[config.mk]
export PLATFORM = sky130hd
export DESIGN_NAME = fetch_stage
export DESIGN_NICKNAME = d
export VERILOG_FILES = /design/src/rtl/fetch_stage.sv
export SDC_FILE = /design/constraint.sdc
export NUM_CORES = 1
export LEC_CHECK = 0
export CAP_MARGIN = 20
export CORE_MARGIN = 2
export CORE_UTILIZATION = 48
export DETAILED_ROUTE_END_ITERATION = 8
export PLACE_DENSITY = 0.93
export SKIP_LAST_GASP = 1
export SLEW_MARGIN = 30
export SYNTH_ARGS = -nofsm -noshare
export SYNTH_HDL_FRONTEND = slang
export SYNTH_SLANG_ARGS = --single-unit
[constraint.sdc]
create_clock -name clk -period 2.6 [get_ports clk]
set_clock_uncertainty 0.2 [all_clocks]
set_input_delay 0.52 -clock clk [delete_from_list [all_inputs] [get_ports clk]]
set_output_delay 0.52 -clock clk [all_outputs]
set_load 0.01 [all_outputs]
[src/rtl/fetch_stage.sv]
// RV32I instruction-fetch stage: owns the PC, drives the synchronous IMEM read port
// and loads the IF/ID register, with stall, redirect-flush and misaligned-target trap.
module fetch_stage #(
    parameter int unsigned     XLEN      = 32,
    parameter logic [XLEN-1:0] RESET_PC  = '0,
    parameter int unsigned     IMEM_AW   = 10,
    parameter logic [31:0]     NOP_INSTR = 32'h0000_0013
) (
    input  logic                clk,
    input  logic                reset,
    input  logic                stall_if,
    input  logic                redirect_valid,
    input  logic [XLEN-1:0]     redirect_pc,
    output logic [IMEM_AW-1:0]  imem_addr,
    input  logic [31:0]         imem_rdata,
    output logic                if_id_valid,
    output logic [XLEN-1:0]     if_id_pc,
    output logic [XLEN-1:0]     if_id_pc4,
    output logic [31:0]         if_id_instr,
    output logic                misaligned_err,
    output logic [31:0]         fetch_count
);

    localparam logic [1:0] ST_RESET = 2'd0;
    localparam logic [1:0] ST_FILL  = 2'd1;
    localparam logic [1:0] ST_RUN   = 2'd2;
    localparam logic [1:0] ST_FAULT = 2'd3;

    localparam logic [XLEN-1:0] PC_STEP = XLEN'(4);

    logic [1:0]      state_q, state_d;
    logic [XLEN-1:0] pc_q, pc_d;
    logic            if_id_valid_q, if_id_valid_d;
    logic [XLEN-1:0] if_id_pc_q, if_id_pc_d;
    logic [XLEN-1:0] if_id_pc4_q, if_id_pc4_d;
    logic [31:0]     if_id_instr_q, if_id_instr_d;
    logic            misaligned_err_q, misaligned_err_d;
    logic [31:0]     fetch_count_q, fetch_count_d;
    logic            misalign;
    logic            fetch_valid;

    assign misalign    = redirect_valid && (redirect_pc[1:0] != 2'b00);
    assign fetch_valid = (state_q == ST_RUN);

    // Next-state, next-PC and IF/ID load.
    always_comb begin
        state_d          = state_q;
        if_id_valid_d    = if_id_valid_q;
        if_id_pc_d       = if_id_pc_q;
        if_id_pc4_d      = if_id_pc4_q;
        if_id_instr_d    = if_id_instr_q;
        fetch_count_d    = fetch_count_q;
        misaligned_err_d = misaligned_err_q | misalign;

        case (state_q)
            ST_RESET: state_d = ST_FILL;
            ST_FILL:  state_d = ST_RUN;
            ST_RUN:   state_d = ST_RUN;
            default:  state_d = ST_FAULT;
        endcase
        if (misalign) begin
            state_d = ST_FAULT;
        end

        // RESET/FILL hold the PC so the first word read is RESET_PC (or the redirect target).
        if (reset) begin
            pc_d = RESET_PC;
        end else if (state_q == ST_FAULT) begin
            pc_d = pc_q;
        end else if (redirect_valid) begin
            pc_d = redirect_pc;
        end else if (stall_if || !fetch_valid) begin
            pc_d = pc_q;
        end else begin
            pc_d = pc_q + PC_STEP;
        end

        if (redirect_valid || !fetch_valid) begin
            if_id_valid_d = 1'b0;
            if_id_instr_d = NOP_INSTR;
            if_id_pc_d    = '0;
            if_id_pc4_d   = '0;
        end else if (!stall_if) begin
            if_id_valid_d = 1'b1;
            if_id_instr_d = imem_rdata;
            if_id_pc_d    = pc_q;
            if_id_pc4_d   = pc_q + PC_STEP;
            fetch_count_d = fetch_count_q + 32'd1;
        end
    end

    assign imem_addr = pc_d[IMEM_AW+1:2];

    always_ff @(posedge clk) begin
        if (reset) begin
            state_q          <= ST_RESET;
            pc_q             <= RESET_PC;
            if_id_valid_q    <= 1'b0;
            if_id_pc_q       <= '0;
            if_id_pc4_q      <= '0;
            if_id_instr_q    <= NOP_INSTR;
            misaligned_err_q <= 1'b0;
            fetch_count_q    <= '0;
        end else begin
            state_q          <= state_d;
            pc_q             <= pc_d;
            if_id_valid_q    <= if_id_valid_d;
            if_id_pc_q       <= if_id_pc_d;
            if_id_pc4_q      <= if_id_pc4_d;
            if_id_instr_q    <= if_id_instr_d;
            misaligned_err_q <= misaligned_err_d;
            fetch_count_q    <= fetch_count_d;
        end
    end

    assign if_id_valid    = if_id_valid_q;
    assign if_id_pc       = if_id_pc_q;
    assign if_id_pc4      = if_id_pc4_q;
    assign if_id_instr    = if_id_instr_q;
    assign misaligned_err = misaligned_err_q;
    assign fetch_count    = fetch_count_q;

endmodule
; ---- After elaboration in Yosys (flattened, before gate mapping)
; Index checks and enable logic that the tools add are counted.
[totals]
ramBits = 0
mem_count = 0
regBits = 164
wordCells = 35
latch_bits = 0
input_bits = 68
romBits = 0
out_inout_bits = 140
[classes]
add_sub_neg = 2
n_div = 0
n_reduce_logical = 10
bitwise = 4
shift = 0
eq_ne = 4
order_cmp = 0
multipliers = 0
mux = 6
[ops]
columns = cell, count
row1 = $mux 32, 2
row2 = $add 32x1->32 const B, 1
row3 = $add 32x3->32 const B, 1
row4 = $mux 12, 2
row5 = $eq 2x2->1 const B, 2
row6 = $pmux 2 s2, 1
row7 = $reduce_and 2->1, 2
row8 = $reduce_or 2->1, 2
row9 = $not 1->1, 3
row10 = $eq 2x1->1 const B, 1
row11 = $logic_not 2->1, 1
row12 = $logic_or 1x1->1, 2
row13 = $mux 2, 1
row14 = $ne 2x2->1 const B, 1
row15 = $reduce_bool 2->1, 1
row16 = $logic_and 1x1->1, 1
row17 = $logic_not 1->1, 1
row18 = $or 1x1->1, 1

; ---- Logic depth before layout (Yosys ltp)
[logic_depth]
ltp_word = 7
mapped_depth = 9
ltp_nobuf = 7

; ---- Worst setup path before layout
; No wires, ideal clock.
[synth_timing]
path_kind = reg-to-output
from = reg state_q[0]
to = out imem_addr[6]
path_slack_ps = -65
n_path_buf = 1
t_arrival_ps = 1945
t_required_ps = 1880
stages_incl_launch_ff = 9
path_cell_list = dfxtp_1 > inv_1 > ha_1 > nor2b_1 > clkbuf_1 > o21ai_1 > a21oi_1 > nor2_1 > a2111oi_0
[synth_between]
elab_chain_len = 7
elab_cells_between_ends = 8
classes_between = eq/ne: 2 / mux: 4 / reduce/logical: 2
[synth_lines]
columns = element, line
row1 = start: declaration, 31  ; logic [1:0] state_q, state_d;
row2 = start signal: assignment, 105  ; state_q <= state_d;
row3 = $eq 2x2->1, 43  ; assign fetch_valid = (state_q == ST_RUN);
row4 = $logic_not 1->1, 72  ; end else if (stall_if || !fetch_valid) begin
row5 = $logic_or 1x1->1, 72
row6 = $mux 32, 72
row7 = $mux 32, 70  ; end else if (redirect_valid) begin
row8 = $mux 12 *, 68  ; end else if (state_q == ST_FAULT) begin
row9 = $mux 12 *, 66  ; if (reset) begin
row10 = end: declaration, 14  ; output logic [IMEM_AW-1:0] imem_addr,
; Every way passes the cells marked *; elsewhere a longest branch is shown, timed or not. The select of a mux whose other input is x is not followed.

; ---- Final worst setup path
[layout_timing]
from = reg pc_q[2]
to = out imem_addr[8]
[layout_between]
elab_chain_len = 5
[layout_lines]
columns = element, line
row1 = start: declaration, 32  ; logic [XLEN-1:0] pc_q, pc_d;
row2 = start signal: assignment, 106  ; pc_q <= pc_d;
row3 = $add 32x3->32, 75  ; pc_d = pc_q + PC_STEP;
row4 = $mux 32, 72
row5 = $mux 32, 70
row6 = $mux 12, 68
row7 = $mux 12, 66
; Every way passes these cells. The select of a mux whose other input is x is not followed.

==> out/results.txt <==
crit-path leading delay family - simple AND/OR/NAND/NOR gates
RR Endpoint - pc_q[18]
sequential area share after synthesis - 45.7%
vias in the first global route - 7209
leading area contributor after synthesis - dfxtp_1
clk buf depth - 2
critical path's largest stage delay - 0.39 ns
ys flop type - dfxtp_1
Netlist Area Pre-Place - 7090 um2
dpl cells - 1231
CTS HTree Levels - 4
Clock Power Share - 42.7%
core box area - 14500 um2
per-cell routed wire length - 19.4 um
clk root buf - clkbuf_16
worst hold endpoint - pc_q[0]
Worst-path clk slew - 0.06 ns
Post-Place Worst Slack - -0.842 ns
Worst Hold Class - reg2reg
Mapped Avg Cell Area - 8.69 um2
Post-DRT Antenna Nets - 0
Via density - 5.84
filler instances - 932
clock tree from TritonCTS - yes
die height - 126 um
Initial Util - 49.0%
WHS - 0.260 ns
crit path cell chain - ha_4, and4_4, nand4_1, xor2_2, a2111oi_4, buf_2
crit path capture type - primary output
critical path depth - 6
Hold Path Stages - 2
period utilisation layout - 116%
Mapped Cells - 816
Reg2Reg Setup Slack - 0.17 ns
largest net degree at the start of global routing - 44
top post-synthesis cells by count - nor2_1 (175), dfxtp_1 (162), mux2i_1 (63)
final hold violations - 0
clk_lat worst skew - 0.43 ns
final cell count without fillers - 1279
Leak - 0.00414 uW
area grow syn2layout - 52.4%
TNS Setup - -1.35 ns
Net Switching - 1550 uW
initial DRC count - 686
worst path buffer plus inverter count - 1
Ant. Diodes - 0
peak supply drop - 482 uV
Comb power frac - 14.3%
total congestion overflow - 0
EDFF count, synth - 0
Syn Nets - 889
Core Util, Final - 74.7%
actual slew at the worst max-slew pin - 0.685 ns
row count - 44
Final Max Tran Viols - 0
most numerous cell in the Yosys netlist - nor2_1
# setup viols final - 8
slowest CP cell - a2111oi_4
unrepaired setup endpoints after global routing - true
# DRC - 0
failing checks - negative setup slack
reg-to-reg startpoint - pc_q[2]
post-synth cell types - 54
Vias - 7474
Arrival @ worst endpoint - 2.31 ns
flops & latches, synth - 162
maxcap violations - 0
worst reg2reg path depth - 8
CTS Sinks - 162
outcome - finished, violations left
Max Freq - 330 MHz
Die X - 126 um
GRT Resource Usage Total - 29.2%
total iterations of the first detailed-routing run - 5
CP Max Fanout - 3
CP required - 1.88 ns
Critical Path Start Type - flip-flop
first-pass GRT wire length - 36800 um
Min-Delay Startpoint - pc_q[0]
GP Congestion - 0.932
die area - 15800 um2
critical path class - reg2out
P per Cell Area - 570 nW/um2
Sw Ratio - 25.2%
share of post-route cells with drive strength above 1 - 18.8%
Pint - 4610 uW
asr flop ratio synth - 0%
IO Pins - 208
hpwl dp - 15400 um
Slew HR - 54.3%
Num CTS Buffers - 17
port bufs - 207
antenna violations before repair - 0
sequential share of power - 42.9%
fin nets - 1156
Final Routed Wirelength - 24900 um
worst setup margin - -0.426 ns
Area contributors post-synth - dfxtp_1 (46%), nor2_1 (9.3%), mux2i_1 (8.9%)
minimum clock period - 3.03 ns
Ys Warns - 0
top cell type's share of synthesized area - 45.7%
-- power groups by stage --
stage	logic, uW	registers (uW)	clock network, uW
after floorplan	361	2670	0
after global placement	709	2680	0
after detailed placement	724	2690	0
after CTS	792	2640	2640
after global routing	926	2650	2760
final	883	2650	2630
-- metrics by stage --
| step | area [um2] | total power [uW] |
|---|---|---|
| 3_3_place_gp | 9800 | 3390 |
| 5_1_grt | 10800 | 6340 |
| 3_5_place_dp | 9800 | 3410 |
| 6_report | 10800 | 6160 |
| 2_1_floorplan | 7090 | 3040 |
| 4_1_cts | 10700 | 6080 |
-- state kept, by name (all words and copies together), names as in the netlist --
| register | flops |
|---|---|
| if_id_pc4 | 30 |
| state_q | 2 |
| misaligned_err | 1 |
| if_id_pc | 32 |
| if_id_valid | 1 |
| fetch_count | 32 |
| if_id_instr | 32 |
| pc_q | 32 |
-- cell usage in the layout, fill, tap and decap left out, types with 12 or more instances in the layout --
cell               n
clkdlybuf4s50_1  194
mux2i_1           63
nand2_1           41
dfxtp_1          158
a21oi_1           39
xor2_1            31
nor3_1            16
nand3_1           18
xnor2_1           21
nand4_1           22
o21ai_0           32
clkbuf_16         17
nor2_1           167
buf_4             86
a211oi_1          12
-- layout make-up --
type | instances | area (um2) | area share (%)
Sequential cell | 162 | 3250 | 30.1
Multi-Input combinational cell | 588 | 3880 | 35.9
Tap cell | 184 | 230 | 2.13
Inverter | 12 | 48.8 | 0.451
Timing Repair Buffer | 302 | 2790 | 25.8
Clock inverter | 10 | 159 | 1.47
Clock buffer | 21 | 450 | 4.17
-- worst max-delay path by stage --
stage	start	endpoint	slack, ns
3_3_place_gp	redirect_valid	imem_addr[7]	-0.71
5_1_grt	pc_q[2]	imem_addr[8]	-0.44
2_1_floorplan	pc_q[2]	imem_addr[8]	0.04
4_1_cts	pc_q[2]	imem_addr[8]	-0.14
3_5_place_dp	redirect_valid	imem_addr[8]	-0.84
6_report	pc_q[2]	imem_addr[8]	-0.43
-- routing by layer --
layer  routed length (um)  global-route usage [%]  share of wire [%]
met1                 9250                    33.9                 37
met2                12000                    50.1                 48
met5                    0                       0                  0
met3                 2100                    7.06                8.4
met4                 1520                    14.8                6.1
-- kinds of logic after synthesis --
logic type | Yosys count | share of synthesized area (%)
DFF | 162 | 45.7
muxes | 65 | 9.21
and+or+nand+nor | 338 | 22.7
adders and majority gates | 5 | 0.882
buffers and inverters | 66 | 3.76
AOI/OAI and AO/OA | 125 | 10.9
xor gates and xnor gates | 55 | 6.79
-- what timing repair did --
item,4_1_cts,5_1_grt
hold buffers,0,0
buffers inserted,12,5
setup endpoints to repair,10,10
gates resized for setup,97,27
pin swaps,15,16
-- worst register-to-register path: stages (launching register included) --
cell and delay, ns:
dfxtp_2 0.35, ha_4 0.14, buf_4 0.15, nand4_1 0.22, nor2_1 0.35, buf_4 0.23
and3_1 0.25, o21ai_0 0.16, a211oi_1 0.28
Power figures use the tool's default switching activity.
